<file path="config.mk">
export PLATFORM = sky130hd
export DESIGN_NAME = regpair_seq_flat
export DESIGN_NICKNAME = d
export VERILOG_FILES = /design/src/rtl/regpair_seq_pkg.sv /design/src/rtl/regpair_seq_if.sv /design/src/rtl/addc8.sv /design/src/rtl/regpair_seq.sv /design/src/flat_wrapper.sv
export SDC_FILE = /design/constraint.sdc
export NUM_CORES = 1
export LEC_CHECK = 0
export CORE_MARGIN = 1
export CORE_UTILIZATION = 50
export CTS_CLUSTER_SIZE = 8
export DETAILED_ROUTE_END_ITERATION = 10
export PLACE_DENSITY_LB_ADDON = 0.2
export RECOVER_POWER = 25
export SETUP_SLACK_MARGIN = 0.4
export SLEW_MARGIN = 20
export SYNTH_ARGS = -nofsm -noshare
export SYNTH_HDL_FRONTEND = slang
export SYNTH_SLANG_ARGS = --single-unit
</file>
<file path="constraint.sdc">
create_clock -name clk -period 3.7 [get_ports clk]
set_input_delay 0.37 -clock clk [delete_from_list [all_inputs] [get_ports clk]]
set_output_delay 0.37 -clock clk [all_outputs]
set_load 0.01 [all_outputs]
</file>
<file path="src/rtl/regpair_seq_pkg.sv">
// regpair_seq_pkg
//   Shared definitions for the register-pair sequencer: pair-operation
//   command encodings, pair and byte register indices, and the sequencer
//   state encoding.
//   Byte index 2p holds the high byte of pair p; 2p+1 holds the low byte.
package regpair_seq_pkg;

  typedef logic [1:0] op_cmd_t;

  localparam op_cmd_t OP_INX  = 2'b00;
  localparam op_cmd_t OP_DCX  = 2'b01;
  localparam op_cmd_t OP_DAD  = 2'b10;
  localparam op_cmd_t OP_XCHG = 2'b11;

  localparam int REGP_BC = 0;
  localparam int REGP_DE = 1;
  localparam int REGP_HL = 2;
  localparam int REGP_SP = 3;

  localparam int REG_B = 0;
  localparam int REG_C = 1;
  localparam int REG_D = 2;
  localparam int REG_E = 3;
  localparam int REG_H = 4;
  localparam int REG_L = 5;

  typedef enum logic [1:0] {
    ST_IDLE = 2'd0,
    ST_LO   = 2'd1,
    ST_HI   = 2'd2,
    ST_DONE = 2'd3
  } seq_state_t;

endpackage

</file>
<file path="src/rtl/regpair_seq_if.sv">
// regpair_seq_if
//   Bundles the byte read/write port, the pair read port and the
//   go/busy/done pair-operation handshake of the register bank.
//   master : control unit side (drives strobes, selects, commands)
//   slave  : register bank side (drives read data and status)
interface regpair_seq_if
  import regpair_seq_pkg::*;
#(
  parameter int DATASIZE = 8,
  parameter int PSELBITS = 2,
  parameter int REGSBITS = PSELBITS + 1
);

  logic                  wr_enb;
  logic [REGSBITS-1:0]   wr_sel;
  logic [DATASIZE-1:0]   wr_dat;
  logic [REGSBITS-1:0]   rd_sel;
  logic [DATASIZE-1:0]   rd_dat;
  logic [PSELBITS-1:0]   rp_sel;
  logic [2*DATASIZE-1:0] rp_dat;
  logic                  op_go;
  op_cmd_t               op_cmd;
  logic [PSELBITS-1:0]   op_rp;
  logic                  op_bsy;
  logic                  op_done;
  logic                  cy_out;
  logic                  cy_vld;

  modport master (
    output wr_enb, wr_sel, wr_dat, rd_sel, rp_sel, op_go, op_cmd, op_rp,
    input  rd_dat, rp_dat, op_bsy, op_done, cy_out, cy_vld
  );

  modport slave (
    input  wr_enb, wr_sel, wr_dat, rd_sel, rp_sel, op_go, op_cmd, op_rp,
    output rd_dat, rp_dat, op_bsy, op_done, cy_out, cy_vld
  );

endinterface

</file>
<file path="src/rtl/addc8.sv">
// addc8
//   DATASIZE-wide adder with optional inversion of operand b and a
//   carry-in. Increment is a+0+1, decrement is a+~0+0 (carry-out is then
//   the inverted borrow), add-with-carry is a+b+cin.
//   Ports: a, b operands; inv_b inverts b; cin carry-in;
//          sum result; cout carry-out.
module addc8
  import regpair_seq_pkg::*;
#(
  parameter int DATASIZE = 8
) (
  input  logic [DATASIZE-1:0] a,
  input  logic [DATASIZE-1:0] b,
  input  logic                inv_b,
  input  logic                cin,
  output logic [DATASIZE-1:0] sum,
  output logic                cout
);

  logic [DATASIZE-1:0] b_eff;

  assign b_eff = inv_b ? ~b : b;
  assign {cout, sum} = {1'b0, a} + {1'b0, b_eff} + {{DATASIZE{1'b0}}, cin};

endmodule

</file>
<file path="src/rtl/regpair_seq.sv">
// regpair_seq
//   Byte-addressable register bank with a byte-serial 16-bit pair
//   sequencer (INX, DCX, DAD, XCHG). A pair operation runs IDLE->LO->HI->
//   DONE: the low byte is processed in LO, the high byte in HI using the
//   carry captured in LO, and DONE raises a one-cycle op_done.
//   Ports: clk core clock; rst_ synchronous active-high reset;
//          bus (slave modport) byte/pair reads, byte writes, op handshake.
module regpair_seq
  import regpair_seq_pkg::*;
#(
  parameter int DATASIZE = 8,
  parameter int PSELBITS = 2,
  parameter int REGSBITS = PSELBITS + 1
) (
  input  logic          clk,
  input  logic          rst_,
  regpair_seq_if.slave  bus
);

  localparam int NREGS = 2 ** REGSBITS;
  localparam logic [REGSBITS-1:0] IDX_D = REGSBITS'(REG_D);
  localparam logic [REGSBITS-1:0] IDX_E = REGSBITS'(REG_E);
  localparam logic [REGSBITS-1:0] IDX_H = REGSBITS'(REG_H);
  localparam logic [REGSBITS-1:0] IDX_L = REGSBITS'(REG_L);
  localparam logic [PSELBITS-1:0] PAIR_HL = PSELBITS'(REGP_HL);

  logic [DATASIZE-1:0] regs [NREGS];

  seq_state_t          state_q, state_d;
  op_cmd_t             cmd_q;
  logic [PSELBITS-1:0] rp_q;
  logic                carry_q;
  logic                cy_out_q;

  logic                half_lo;
  logic [PSELBITS-1:0] dst_pair;
  logic [REGSBITS-1:0] src_idx, dst_idx;
  logic [DATASIZE-1:0] add_a, add_b, add_sum;
  logic                add_inv, add_cin, add_cout;

  // Byte under work: the low byte while in LO, the high byte otherwise.
  // DAD always writes HL; INX/DCX write back into the operand pair.
  assign half_lo  = (state_q == ST_LO);
  assign dst_pair = (cmd_q == OP_DAD) ? PAIR_HL : rp_q;
  assign src_idx  = REGSBITS'({rp_q, half_lo});
  assign dst_idx  = REGSBITS'({dst_pair, half_lo});

  // Adder operand steering. The low byte starts with carry-in 1 for INX
  // and 0 otherwise; the high byte continues with the captured carry.
  // DCX adds all-ones so the carry acts as an inverted borrow.
  always_comb begin
    add_a   = regs[src_idx];
    add_b   = '0;
    add_inv = (cmd_q == OP_DCX);
    add_cin = half_lo ? (cmd_q == OP_INX) : carry_q;
    if (cmd_q == OP_DAD) begin
      add_a = regs[dst_idx];
      add_b = regs[src_idx];
    end
  end

  addc8 #(.DATASIZE(DATASIZE)) u_addc8 (
    .a     (add_a),
    .b     (add_b),
    .inv_b (add_inv),
    .cin   (add_cin),
    .sum   (add_sum),
    .cout  (add_cout)
  );

  // Next-state logic: only IDLE waits for op_go, the rest step through.
  always_comb begin
    state_d = state_q;
    unique case (state_q)
      ST_IDLE: if (bus.op_go) state_d = ST_LO;
      ST_LO:   state_d = ST_HI;
      ST_HI:   state_d = ST_DONE;
      ST_DONE: state_d = ST_IDLE;
      default: state_d = ST_IDLE;
    endcase
  end

  // Sequencer state, latched command, internal carry and the DAD carry flag.
  always_ff @(posedge clk) begin
    if (rst_) begin
      state_q  <= ST_IDLE;
      cmd_q    <= OP_INX;
      rp_q     <= '0;
      carry_q  <= 1'b0;
      cy_out_q <= 1'b0;
    end else begin
      state_q <= state_d;
      if (state_q == ST_IDLE && bus.op_go) begin
        cmd_q <= bus.op_cmd;
        rp_q  <= bus.op_rp;
      end
      if (state_q == ST_LO) carry_q <= add_cout;
      if (state_q == ST_HI && cmd_q == OP_DAD) cy_out_q <= add_cout;
    end
  end

  // Register storage. External byte writes are accepted whenever the
  // sequencer is not busy (IDLE or DONE); LO/HI own the write port.
  // XCHG swaps E/L in LO and D/H in HI.
  always_ff @(posedge clk) begin
    if (rst_) begin
      for (int i = 0; i < NREGS; i++) regs[i] <= '0;
    end else begin
      unique case (state_q)
        ST_IDLE, ST_DONE: begin
          if (bus.wr_enb) regs[bus.wr_sel] <= bus.wr_dat;
        end
        ST_LO: begin
          if (cmd_q == OP_XCHG) begin
            regs[IDX_L] <= regs[IDX_E];
            regs[IDX_E] <= regs[IDX_L];
          end else begin
            regs[dst_idx] <= add_sum;
          end
        end
        ST_HI: begin
          if (cmd_q == OP_XCHG) begin
            regs[IDX_H] <= regs[IDX_D];
            regs[IDX_D] <= regs[IDX_H];
          end else begin
            regs[dst_idx] <= add_sum;
          end
        end
        default: ;
      endcase
    end
  end

  assign bus.rd_dat  = regs[bus.rd_sel];
  assign bus.rp_dat  = {regs[REGSBITS'({bus.rp_sel, 1'b0})],
                        regs[REGSBITS'({bus.rp_sel, 1'b1})]};
  assign bus.op_bsy  = (state_q == ST_LO) || (state_q == ST_HI);
  assign bus.op_done = (state_q == ST_DONE);
  assign bus.cy_vld  = (state_q == ST_DONE) && (cmd_q == OP_DAD);
  assign bus.cy_out  = cy_out_q;

endmodule

</file>
<file path="src/flat_wrapper.sv">
// flat-port wrapper written by rule: the top's interface ports become plain ports
module regpair_seq_flat import regpair_seq_pkg::*;
#(
  parameter int DATASIZE = 8,
  parameter int PSELBITS = 2,
  parameter int REGSBITS = PSELBITS + 1
)
  (clk, rst_, bus_wr_enb, bus_wr_sel, bus_wr_dat, bus_rd_sel, bus_rp_sel, bus_op_go, bus_op_cmd, bus_op_rp, bus_rd_dat, bus_rp_dat, bus_op_bsy, bus_op_done, bus_cy_out, bus_cy_vld);
  regpair_seq_if #(.DATASIZE(DATASIZE), .PSELBITS(PSELBITS), .REGSBITS(REGSBITS)) bus_i ();
  input  logic clk;
  input  logic rst_;
  input wire logic [$bits(bus_i.wr_enb)-1:0] bus_wr_enb;
  input wire logic [$bits(bus_i.wr_sel)-1:0] bus_wr_sel;
  input wire logic [$bits(bus_i.wr_dat)-1:0] bus_wr_dat;
  input wire logic [$bits(bus_i.rd_sel)-1:0] bus_rd_sel;
  input wire logic [$bits(bus_i.rp_sel)-1:0] bus_rp_sel;
  input wire logic [$bits(bus_i.op_go)-1:0] bus_op_go;
  input wire logic [$bits(bus_i.op_cmd)-1:0] bus_op_cmd;
  input wire logic [$bits(bus_i.op_rp)-1:0] bus_op_rp;
  output wire logic [$bits(bus_i.rd_dat)-1:0] bus_rd_dat;
  output wire logic [$bits(bus_i.rp_dat)-1:0] bus_rp_dat;
  output wire logic [$bits(bus_i.op_bsy)-1:0] bus_op_bsy;
  output wire logic [$bits(bus_i.op_done)-1:0] bus_op_done;
  output wire logic [$bits(bus_i.cy_out)-1:0] bus_cy_out;
  output wire logic [$bits(bus_i.cy_vld)-1:0] bus_cy_vld;
  assign bus_i.wr_enb = bus_wr_enb;
  assign bus_i.wr_sel = bus_wr_sel;
  assign bus_i.wr_dat = bus_wr_dat;
  assign bus_i.rd_sel = bus_rd_sel;
  assign bus_i.rp_sel = bus_rp_sel;
  assign bus_i.op_go = bus_op_go;
  assign bus_i.op_cmd = bus_op_cmd;
  assign bus_i.op_rp = bus_op_rp;
  assign bus_rd_dat = bus_i.rd_dat;
  assign bus_rp_dat = bus_i.rp_dat;
  assign bus_op_bsy = bus_i.op_bsy;
  assign bus_op_done = bus_i.op_done;
  assign bus_cy_out = bus_i.cy_out;
  assign bus_cy_vld = bus_i.cy_vld;
  regpair_seq #(.DATASIZE(DATASIZE), .PSELBITS(PSELBITS), .REGSBITS(REGSBITS)) u_core (.clk(clk), .rst_(rst_), .bus(bus_i));
endmodule
</file>
==> results.txt <==
- The flow ran to the end, and the final reports show no timing, DRC or antenna violations.
- In this run the core area contains 36 standard-cell rows.
* Startpoint type of the worst setup path: register
- The number of pins exceeding their max-slew limit in the final report came to 0.
* Via count: 4146
* Mapped cell area: just over 5000 um2
- Synthesis produced a netlist with a net count of between 400 and 500.
- After detailed routing, the total wire length is about 16 mm.
- Worst reg2reg path startpoint: u_core.state_q[1]$_SDFFE_PP0P_
- For this run the aggregate overflow at the end of global routing stands at 0.
- The cell sitting at the root of the clock tree is a sky130_fd_sc_hd__clkbuf_8.
- Seq/Total Area, Yosys: approximately two fifths
* Vias in the first global route: around 4000
- Fraction of post-synthesis cell area in the top cell type by area: between 30 and 40%
* Most common cell after layout, fill and taps aside: sky130_fd_sc_hd__edfxtp_1
- Number of failing hold endpoints at the final stage: 0
- Final min period: about 3300 ps
- The first global-routing pass estimated around 24 mm of wire.
* Area used by sequential logic in the layout: roughly 2100 um2
* Number of vias per cell after detailed routing: 6.488
* Width of the chip: 103.7 um
* Setup tns final: 0 ps
* Synthesized area divided by synthesized cell count: between 10 and 15 um2
- Launching instance or port of the critical path: u_core.state_q[1]$_SDFFE_PP0P_
* Count of TritonRoute iterations in the first routing pass: 5
- After layout, the design draws a total of approximately 4.0 mW.
* Remaining number of nets flagged by the antenna check after routing: 0
- Total global routing track utilization: a little under a third
- On the worst path, the slowest cell contributes a delay of approximately 380 ps.
- The floorplan step defined a core boundary enclosing approximately 9900 um2.
- Biggest fanout along the worst timing path: 8
- Setup repair after global routing left no endpoint under its margin.
- Cells with a size suffix above 1 make up between 20% and 30% of the layout.
* Hold Path Origin: u_core.bus.cy_out$_SDFFE_PP0P_
- Static timing analysis puts the maximum clock frequency at roughly 300 MHz.
- Clock-pin slew of the registers on the worst-case setup and hold paths: roughly 90 ps
- TritonCTS built the clock tree.
- The tool flagged a number of max-cap violations equal to 0.
- The worst pin sits at a relative slew slack of between 40% and 50%.
* Leak: 2.429 nW
- In this run the vertical extent of the chip is 103.7 um.
- Worst Setup Path Type: reg -> reg
- Buffers placed on the I/O ports in this run total 51.
- Count of synthesis-stage warnings from yosys: 0
- Compared with the post-synthesis result, the final layout area differs by 22.96%.
- Number of cells traversed by the worst hold path: 2
- Worst reg-to-reg path cell count: 14
- For this design, the slowest cell found on the critical path is sky130_fd_sc_hd__dfxtp_1.
- Once the floorplan was initialized, standard cells occupied 52.20% of the core.
- CTS built an H-tree with a depth of 3.
- Share of the clock period used by the worst path after layout: between 80% and 90%
* Filler cells: just under 800
* Count of flip-flops with a built-in enable after synthesis: 64
* Largest net degree at the start of global routing: 29
- Peak supply drop: 0.3525 mV
- Multi-input combinational cell area: 2983 um2
* Path category of the worst min-delay check: reg -> reg
- Antenna cells: 0
- The worst setup path is captured at a register.
* Number of instances in the synthesized netlist: around 420
- Die area: around 11000 um2
* Post-synthesis cell type with the largest combined area: sky130_fd_sc_hd__edfxtp_1
- Final setup fails: 0
- After legalization and detailed placement, the total HPWL measured roughly 11 mm.
- Post-synthesis sequential element count: slightly above 70
- Power spread over the standard cell area amounts to 621.4 nW/um2.
- Required time at the endpoint of the critical path: 3790 ps
* Weighted congestion reported at the end of routability-driven placement: ~0.9
- Counting the buffers created by CTS gives 9.
- In the final routed layout, each cell accounts on average for 24.79 um.
- Clock latency on the worst-skew pair: between 300 and 400 ps
- The final layout contains approximately 540 nets.
- Most used cells in the layout excluding fill and tap cells: sky130_fd_sc_hd__edfxtp_1, sky130_fd_sc_hd__nand2_1, sky130_fd_sc_hd__mux4_2, sky130_fd_sc_hd__mux2i_1
* Post-synthesis async set-or-reset flop share: 0%
- Endpoint arrival time on the critical path: between 3000 and 4000 ps
- First-iteration detailed-routing DRC count: about 440
- Antenna violations before repair: 0
- Count of distinct cell types in the synthesized netlist: 48
- The signal on the critical path passes through inv_1 > ha_4 > mux4_2 > nand2_1 > nand2_1 > o21ai_2 > fa_2 > inv_1 > fa_2 > a21o_1 > a221oi_2 > xnor2_1 > mux2i_4 > mux2i_1.
- At the pin with the least slew margin, the transition time is ~840 ps.
- Clock sinks: 72
* Most used flip-flop cell after synthesis: sky130_fd_sc_hd__edfxtp_1
* I/O pin total: 52
- Area contributors post-synth: sky130_fd_sc_hd__edfxtp_1, sky130_fd_sc_hd__mux4_2, sky130_fd_sc_hd__mux2i_1
* Clock skew: between 10 and 15 ps
* Residual DRC count: 0
* Number of buffers on the longest clock path: 2
-- layer usage --
layer,global-route usage [%],wire length (um),vias to the layer above
met4,10.71,429,0
met1,41.43,6188,2028
li1,-,-,1793
met3,6.042,1722,47
met2,47.65,7503,278
met5,0,0,-
-- sequential cells by signal (all words and copies together), names as in the netlist --
name / flops
u_core.rp_q: 2
u_core.regs: 64
u_core.bus.cy_out: 1
u_core.cmd_q: 2
u_core.state_q: 2
u_core.carry_q: 1
-- path summary, 6_finish.rpt --
| kind | to | slack [ps] |
|---|---|---|
| worst max register to register | u_core.regs[5][6]$_DFFE_PP_ | 450 |
| worst min register to register | u_core.bus.cy_out$_SDFFE_PP0P_ | 510 |
| worst max-delay path | u_core.regs[5][6]$_DFFE_PP_ | 450 |
| worst min-delay path | u_core.bus.cy_out$_SDFFE_PP0P_ | 510 |
-- cell type report --
cell class,instances,area share [%]
Timing Repair Buffer,94,13.48
Inverter,6,0.3541
Clock inverter,7,1.889
Sequential cell,72,32.82
Multi-Input combinational cell,318,46.90
Tap cell,133,2.617
Clock buffer,9,1.948
-- per-stage QoR --
stage	hold slack, ps	cells	util (%)	cell area [um2]	worst slack (ps)
2_1_floorplan	459.6	422	-	5223	402.2
3_3_place_gp	487.2	604	59.95	5941	293.3
3_5_place_dp	495.9	604	59.95	5941	153.5
4_1_cts	517.4	624	62.90	6233	432.2
5_1_grt	537.4	639	64.18	6360	255.9
6_report	509.2	639	64.18	6360	448.4
-- where the power goes --
part / switching [mW] / internal, mW
Clock: 0.325 / 0.449
Combinational: 1.03 / 0.932
Sequential: 0.153 / 1.06
-- worst max-delay path, delay by kind of cell (launching register included) --
kind / cells / cell delay (ps)
compound gates: 3 / 620
buf+inv: 2 / 160
mux: 3 / 690
flops: 1 / 380
fa+ha+maj: 3 / 790
simple gates: 2 / 200
xor+xnor: 1 / 140
-- timing repair --
item                                    in CTS  in global routing
cloned                                       0                  1
buffers inserted                             4                 14
pin swaps                                    2                  7
hold buffers                                 0                  0
endpoints found under the setup margin      17                 27
gates resized for setup                      7                 10
-- cell families (layout without fill, tap and decap cells) --
group                    count (synthesis)  in the layout  share of synthesized area [%]
AND/OR/NAND/NOR                        136            136                          12.65
multiplexers                           103            103                          31.74
XOR/XNOR                                 3              3                         0.5081
AO/OA/AOI/OAI                           62             62                          8.225
flip-flops                              72             72                          40.25
adder cells (fa/ha/maj)                 14             14                          3.677
buffers and inverters                   32            116                          2.951
-- cell usage after synthesis, drive strengths merged, types with 2 or more instances --
master and instances:
fa 2, xnor2 3, ha 12, and3 3, clkbuf 14, or4b 2
edfxtp 64, nor3 3, nor2 39, dfxtp 8, inv 6, nor2b 9
mux2 8, and2 2, a21oi 24, nand3b 2, buf 12, nand2 58
mux4 48, mux2i 47, nand3 6, a31oi 2, a21o 5, o21ai 10
and4 2, nand2b 6, a211oi 13
Note: power is estimated with default switching activity, not from simulation.
